--- config.mk ---
export PLATFORM = sky130hd
export DESIGN_NAME = audio_period_sched
export DESIGN_NICKNAME = d
export VERILOG_FILES = /design/src/rtl/audio_sched_pkg.sv /design/src/rtl/sched_edge_det.sv /design/src/rtl/audio_period_sched.sv
export SDC_FILE = /design/constraint.sdc
export NUM_CORES = 1
export LEC_CHECK = 0
export BUFFER_PORTS_ARGS = -buffer_cell sky130_fd_sc_hd__buf_2
export CAP_MARGIN = 20
export CORE_ASPECT_RATIO = 0.5
export CORE_MARGIN = 5
export CORE_UTILIZATION = 40
export CTS_BUF_LIST = sky130_fd_sc_hd__clkbuf_16
export CTS_CLUSTER_DIAMETER = 120
export DETAILED_ROUTE_END_ITERATION = 12
export SLEW_MARGIN = 20
export SYNTH_ARGS = -nofsm -noshare
export SYNTH_HDL_FRONTEND = slang
export SYNTH_SLANG_ARGS = --single-unit
--- constraint.sdc ---
create_clock -name clk -period 3.9 [get_ports clk]
set_input_delay 0.195 -clock clk [delete_from_list [all_inputs] [get_ports clk]]
set_output_delay 0.195 -clock clk [all_outputs]
set_load 0.02 [all_outputs]
--- src/rtl/audio_sched_pkg.sv ---
// Shared register map and state encoding for the audio period scheduler.
package audio_sched_pkg;

  localparam logic [2:0] ADDR_CTRL    = 3'd2;
  localparam logic [2:0] ADDR_BUFSIZE = 3'd3;
  localparam logic [2:0] ADDR_RATE    = 3'd4;
  localparam logic [2:0] ADDR_STATUS  = 3'd5;
  localparam logic [2:0] ADDR_STATS   = 3'd6;

  typedef logic [1:0] sched_state_t;

  localparam sched_state_t ST_I2S      = 2'd0;
  localparam sched_state_t ST_IDLE     = 2'd1;
  localparam sched_state_t ST_FILL     = 2'd2;
  localparam sched_state_t ST_WAIT_END = 2'd3;

endpackage

--- src/rtl/sched_edge_det.sv ---
// Start/end detector for the host "act" bit: one-cycle pulses on its rising
// and falling edges.
module sched_edge_det (
  input  logic clk,
  input  logic reset_n,
  input  logic i_act,
  output logic o_start,
  output logic o_end
);

  logic r_act_d;

  always_ff @(posedge clk) begin
    if (!reset_n) r_act_d <= 1'b0;
    else          r_act_d <= i_act;
  end

  assign o_start = i_act & ~r_act_d;
  assign o_end   = ~i_act & r_act_d;

endmodule

--- src/rtl/audio_period_sched.sv ---
// Host-period sample scheduler: counts fill triggers per period, falls back to
// lrck-driven I2S when bufsize is 0. Define AUDIO_SCHED_STATS_EN for counters.
module audio_period_sched
  import audio_sched_pkg::*;
#(
  parameter int          FIFO_WIDTH   = 6,
  parameter logic [31:0] RATE_DEFAULT = 32'd48000
) (
  input  logic                  clk,
  input  logic                  reset_n,
  input  logic [2:0]            address,
  input  logic                  write,
  input  logic                  read,
  input  logic [31:0]           datain,
  output logic [31:0]           dataout,
  input  logic                  lrck,
  input  logic                  xxxx_top,
  input  logic                  run,
  input  logic [FIFO_WIDTH:0]   fifo_level,
  output logic                  trig,
  output logic                  i2s_enable,
  output logic [31:0]           samplerate,
  output logic                  period_done,
  output logic                  underrun
);

  localparam int CW = FIFO_WIDTH + 1;
  localparam logic [CW-1:0] FIFO_LIMIT = {1'b1, {FIFO_WIDTH{1'b0}}};
  localparam logic [CW-1:0] ONE        = {{(CW-1){1'b0}}, 1'b1};

  logic              r_act;
  logic [CW-1:0]     r_bufsize;
  logic [CW-1:0]     r_bs_l;
  logic [CW-1:0]     r_count;
  logic [31:0]       r_rate;
  logic [31:0]       r_dataout;
  sched_state_t      r_state;
  logic              r_trig;
  logic              r_period_done;
  logic              r_underrun;

  logic              w_start;
  logic              w_end;
  logic              w_strobe_ok;
  logic              w_fill_close;
  logic              w_wait_close;
  logic [CW-1:0]     w_count_inc;
  logic [31:0]       w_rdata;

  sched_edge_det u_edge (
    .clk     (clk),
    .reset_n (reset_n),
    .i_act   (r_act),
    .o_start (w_start),
    .o_end   (w_end)
  );

  always_ff @(posedge clk) begin
    if (!reset_n) begin
      r_act     <= 1'b0;
      r_bufsize <= '0;
      r_rate    <= RATE_DEFAULT;
    end else if (write) begin
      case (address)
        ADDR_CTRL:    r_act     <= datain[0];
        ADDR_BUFSIZE: r_bufsize <= datain[CW-1:0];
        ADDR_RATE:    r_rate    <= datain;
        default:      ;
      endcase
    end
  end

  // Closing events only count while a live (non-I2S) period is open.
  assign w_count_inc  = r_count + ONE;
  assign w_strobe_ok  = xxxx_top & ~run & (r_count < r_bs_l) & (fifo_level < FIFO_LIMIT);
  assign w_fill_close = (r_bufsize != '0) && (r_state == ST_FILL) && w_end;
  assign w_wait_close = (r_bufsize != '0) && (r_state == ST_WAIT_END) && w_end;

  always_ff @(posedge clk) begin
    if (!reset_n) begin
      r_state       <= ST_IDLE;
      r_count       <= '0;
      r_bs_l        <= '0;
      r_trig        <= 1'b0;
      r_period_done <= 1'b0;
      r_underrun    <= 1'b0;
    end else begin
      r_trig        <= 1'b0;
      r_period_done <= 1'b0;
      // Clear first so a same-cycle underrun set below takes priority.
      if (write && address == ADDR_STATUS) r_underrun <= 1'b0;
      if (r_bufsize == '0) begin
        r_state <= ST_I2S;
        r_count <= '0;
      end else begin
        case (r_state)
          ST_I2S: r_state <= ST_IDLE;
          ST_IDLE: begin
            r_count <= '0;
            if (w_start) begin
              r_bs_l  <= r_bufsize;
              r_state <= ST_FILL;
            end
          end
          ST_FILL: begin
            if (w_fill_close) begin
              r_underrun    <= 1'b1;
              r_period_done <= 1'b1;
              r_count       <= '0;
              r_state       <= ST_IDLE;
            end else if (w_strobe_ok) begin
              r_trig  <= 1'b1;
              r_count <= w_count_inc;
              if (w_count_inc == r_bs_l) r_state <= ST_WAIT_END;
            end
          end
          ST_WAIT_END: begin
            if (w_wait_close) begin
              r_period_done <= 1'b1;
              r_count       <= '0;
              r_state       <= ST_IDLE;
            end
          end
          default: r_state <= ST_IDLE;
        endcase
      end
    end
  end

`ifdef AUDIO_SCHED_STATS_EN
  logic [15:0] r_period_cnt;
  logic [15:0] r_underrun_cnt;

  function automatic logic [15:0] sat_inc16(input logic [15:0] v);
    return (v == 16'hFFFF) ? v : v + 16'd1;
  endfunction

  always_ff @(posedge clk) begin
    if (!reset_n || (write && address == ADDR_STATS)) begin
      r_period_cnt   <= '0;
      r_underrun_cnt <= '0;
    end else begin
      if (w_fill_close || w_wait_close) r_period_cnt   <= sat_inc16(r_period_cnt);
      if (w_fill_close)                 r_underrun_cnt <= sat_inc16(r_underrun_cnt);
    end
  end
`endif

  always_comb begin
    w_rdata = '0;
    case (address)
      ADDR_CTRL:    w_rdata[0]        = r_act;
      ADDR_BUFSIZE: w_rdata[CW-1:0]   = r_bufsize;
      ADDR_RATE:    w_rdata           = r_rate;
      ADDR_STATUS:  w_rdata[CW+2:0]   = {r_underrun, r_state, r_count};
`ifdef AUDIO_SCHED_STATS_EN
      ADDR_STATS:   w_rdata           = {r_underrun_cnt, r_period_cnt};
`endif
      default:      ;
    endcase
  end

  always_ff @(posedge clk) begin
    if (!reset_n)  r_dataout <= '0;
    else if (read) r_dataout <= w_rdata;
  end

  assign dataout     = r_dataout;
  assign trig        = (r_state == ST_I2S) ? lrck : r_trig;
  assign i2s_enable  = (r_state == ST_I2S);
  assign samplerate  = r_rate;
  assign period_done = r_period_done;
  assign underrun    = r_underrun;

endmodule
==> run metrics <==
commonest non-fill, non-tap cells in the layout=buf_2 (110), dfxtp_1 (92), nand2_1 (75); biggest cell delay along the critical path=0.56 ns; drt first pass iters=4; routed vias/inst=4.92; first-pass GRT wire length=17200 µm; setup bufs post-CTS=0; Worst Path Max Fanout=11; syn nets=557; final setup vio count=0; Remaining DRCs=0; total number of H-tree levels=3; DR WL/cell=14.3 µm; Unique masters post-synth=52; setup TNS=0 ns; cts hold-fix bufs=0; worst hold slack=0.0628 ns; Power Density=395 nW/µm²; largest net degree at the start of global routing=58; HPWL after DPL=7440 µm; EDFF count, synth=0; n_diodes=0; GR Overflow Total=0; worst path required time=4.14 ns; share of synthesized flip-flops with an asynchronous set or reset=0%; CTS Buf Count=9; Leak Pwr=2.19 nW; CP max-delay cell=dfxtp_1; Pins Over Slew Limit=0; Yosys Warn Count=0; final wirelength=10500 µm; Max Clock Freq=434 MHz; Vias=3608; Total GRT Usage=16.9%; vias in the first global route=3449; Core Area=10200 µm²; Placed Instances=718; RSZ-0062 raised after global routing=no; worst skew pair latency=0.34 ns; count of buffer and inverter cells on the critical path=0; Clock Tree Buf Depth=2; Nets=651; commonest non-fill, non-tap cell in the layout=buf_2; crit path launch type=flop; Root Driver=clkbuf_16; Yosys reg bits=92; CP endpoint kind=flop; crit path DAT=2.54 ns; Worst Skew=0.00651 ns; CTS tree=done; mean post-synth cell area=8.39 µm²; port bufs=110; Final ANT Viol Nets=0; initial antenna violation count=0; # IOs=117; Worst Tran Pin Value=0.987 ns; maximum vdd drop=0.000238 V; clock sinks=92; crit-path cells=ha_1 > a21oi_1 > o211ai_1 > or2_4 > o41ai_2 > nand3_1 > a31o_1; share of cells above drive strength 1=24.1%; die area=12600 µm²; register area share after synthesis=44.4%; fin crit share=59.0%; Post-CTS Resized=0; final hold vios=0; Layout area overhead=22.3%; Initial Util=40.8%; die width=154 µm; Worst-path clk slew=0.07 ns; Most used DFF post-synth=dfxtp_1; Die Span Y=82.0 µm; Slew HR=34.1%; row cnt=26; count of max-cap constraint violations=0; Cell Area, Synth=4150 µm²; WS Path Type=flop to flop; initial DRC count=180; hold crit path type=input pin to flop; Non-Filler Instances=734; status=finished clean; min cycle time layout=2.30 ns; Post-Route Utilization=49.9%; Synth Instances=495; Placer Congestion=0.787; cell family with the largest share of critical-path delay=compound AO/OA/AOI/OAI gates
-- worst reg2reg max path: stages (launching register included) --
cell and delay (ns):
dfxtp_1 0.56, ha_1 0.33, a21oi_1 0.13, o211ai_1 0.15, or2_4 0.31, o41ai_2 0.38, nand3_1 0.12, a31o_1 0.23
-- cells by family after synthesis --
| logic type | share of synthesized area, % |
|---|---|
| adder cells (fa/ha/maj) | 3.92 |
| flip-flops | 44.4 |
| AND/OR/NAND/NOR | 23.2 |
| multiplexers | 6.81 |
| AO/OA/AOI/OAI | 15.7 |
| XOR/XNOR | 1.48 |
| buffers and inverters | 4.52 |
-- report_power, final --
part	total (mW)	internal (mW)	switching [mW]
Clock	0.881	0.501	0.380
Sequential	0.969	0.956	0.0126
Combinational	0.157	0.0567	0.100
Total	2.01	1.51	0.492
-- metal layers --
metal	vias to the layer above	wire length, µm	track usage [%]
met3	4	631	5.68
li1	1873	-	-
met1	1659	4930	21.6
met5	-	0	0
met2	72	4930	28.0
met4	0	36	4.05
-- metrics by stage --
| step | worst slack [ns] | cell area (µm²) | total power, mW |
|---|---|---|---|
| 4_1_cts | 1.60 | 5080 | 2.03 |
| 6_report | 1.60 | 5080 | 2.01 |
| 3_5_place_dp | 1.62 | 4780 | 1.15 |
| 5_1_grt | 1.45 | 5080 | 2.09 |
| 3_3_place_gp | 1.60 | 4780 | 1.15 |
| 2_1_floorplan | 1.89 | 4150 | 1.09 |
-- final cells by class --
cell class              count  area (µm²)
flip-flops and latches     92        1840
multi-input cells         357        2120
inverters                  15        56.3
fillers                  1004        5100
well taps                 140         175
clock inverters             7        76.3
repair buffers            114         581
clock buffers               9         225
-- final timing paths --
path,startpoint,end,slack [ns],cells after the start
worst min-delay path,datain[11],samplerate[11],0.06,3
worst max-delay path,r_count[4],r_state[0],1.60,7
worst min register to register,samplerate[0],samplerate[0],0.47,2
worst max register to register,r_count[4],r_state[0],1.60,7
-- state kept, by name, indices dropped and copies added (netlist names) --
signal / cells
r_count: 7
period_done: 1
r_bufsize: 7
r_trig: 1
r_bs_l: 7
r_state: 2
dataout: 32
u_edge.r_act_d: 1
r_act: 1
underrun: 1
samplerate: 32
-- cell usage after synthesis, drive strengths merged (3+ instances only) --
master  number  share of area (%)
nor2b       22                3.3
nand3b       3               0.54
o21ai       12                1.4
o22ai        3               0.45
a311oi       4               0.84
buf          7               0.99
nand3       12                1.4
clkbuf      24                2.2
inv         15                1.4
a211oi       8                1.6
a21oi       69                8.3
nor2        56                5.1
mux2i       26                6.3
xnor2        4               0.84
ha          13                3.9
dfxtp       92                 44
nand2       75                6.8
and3         3               0.60
nor3         4               0.48
nand2b       7                1.2
and2         6               0.90
xor2         3               0.63
No activity file was read; power rests on OpenSTA's default activity.
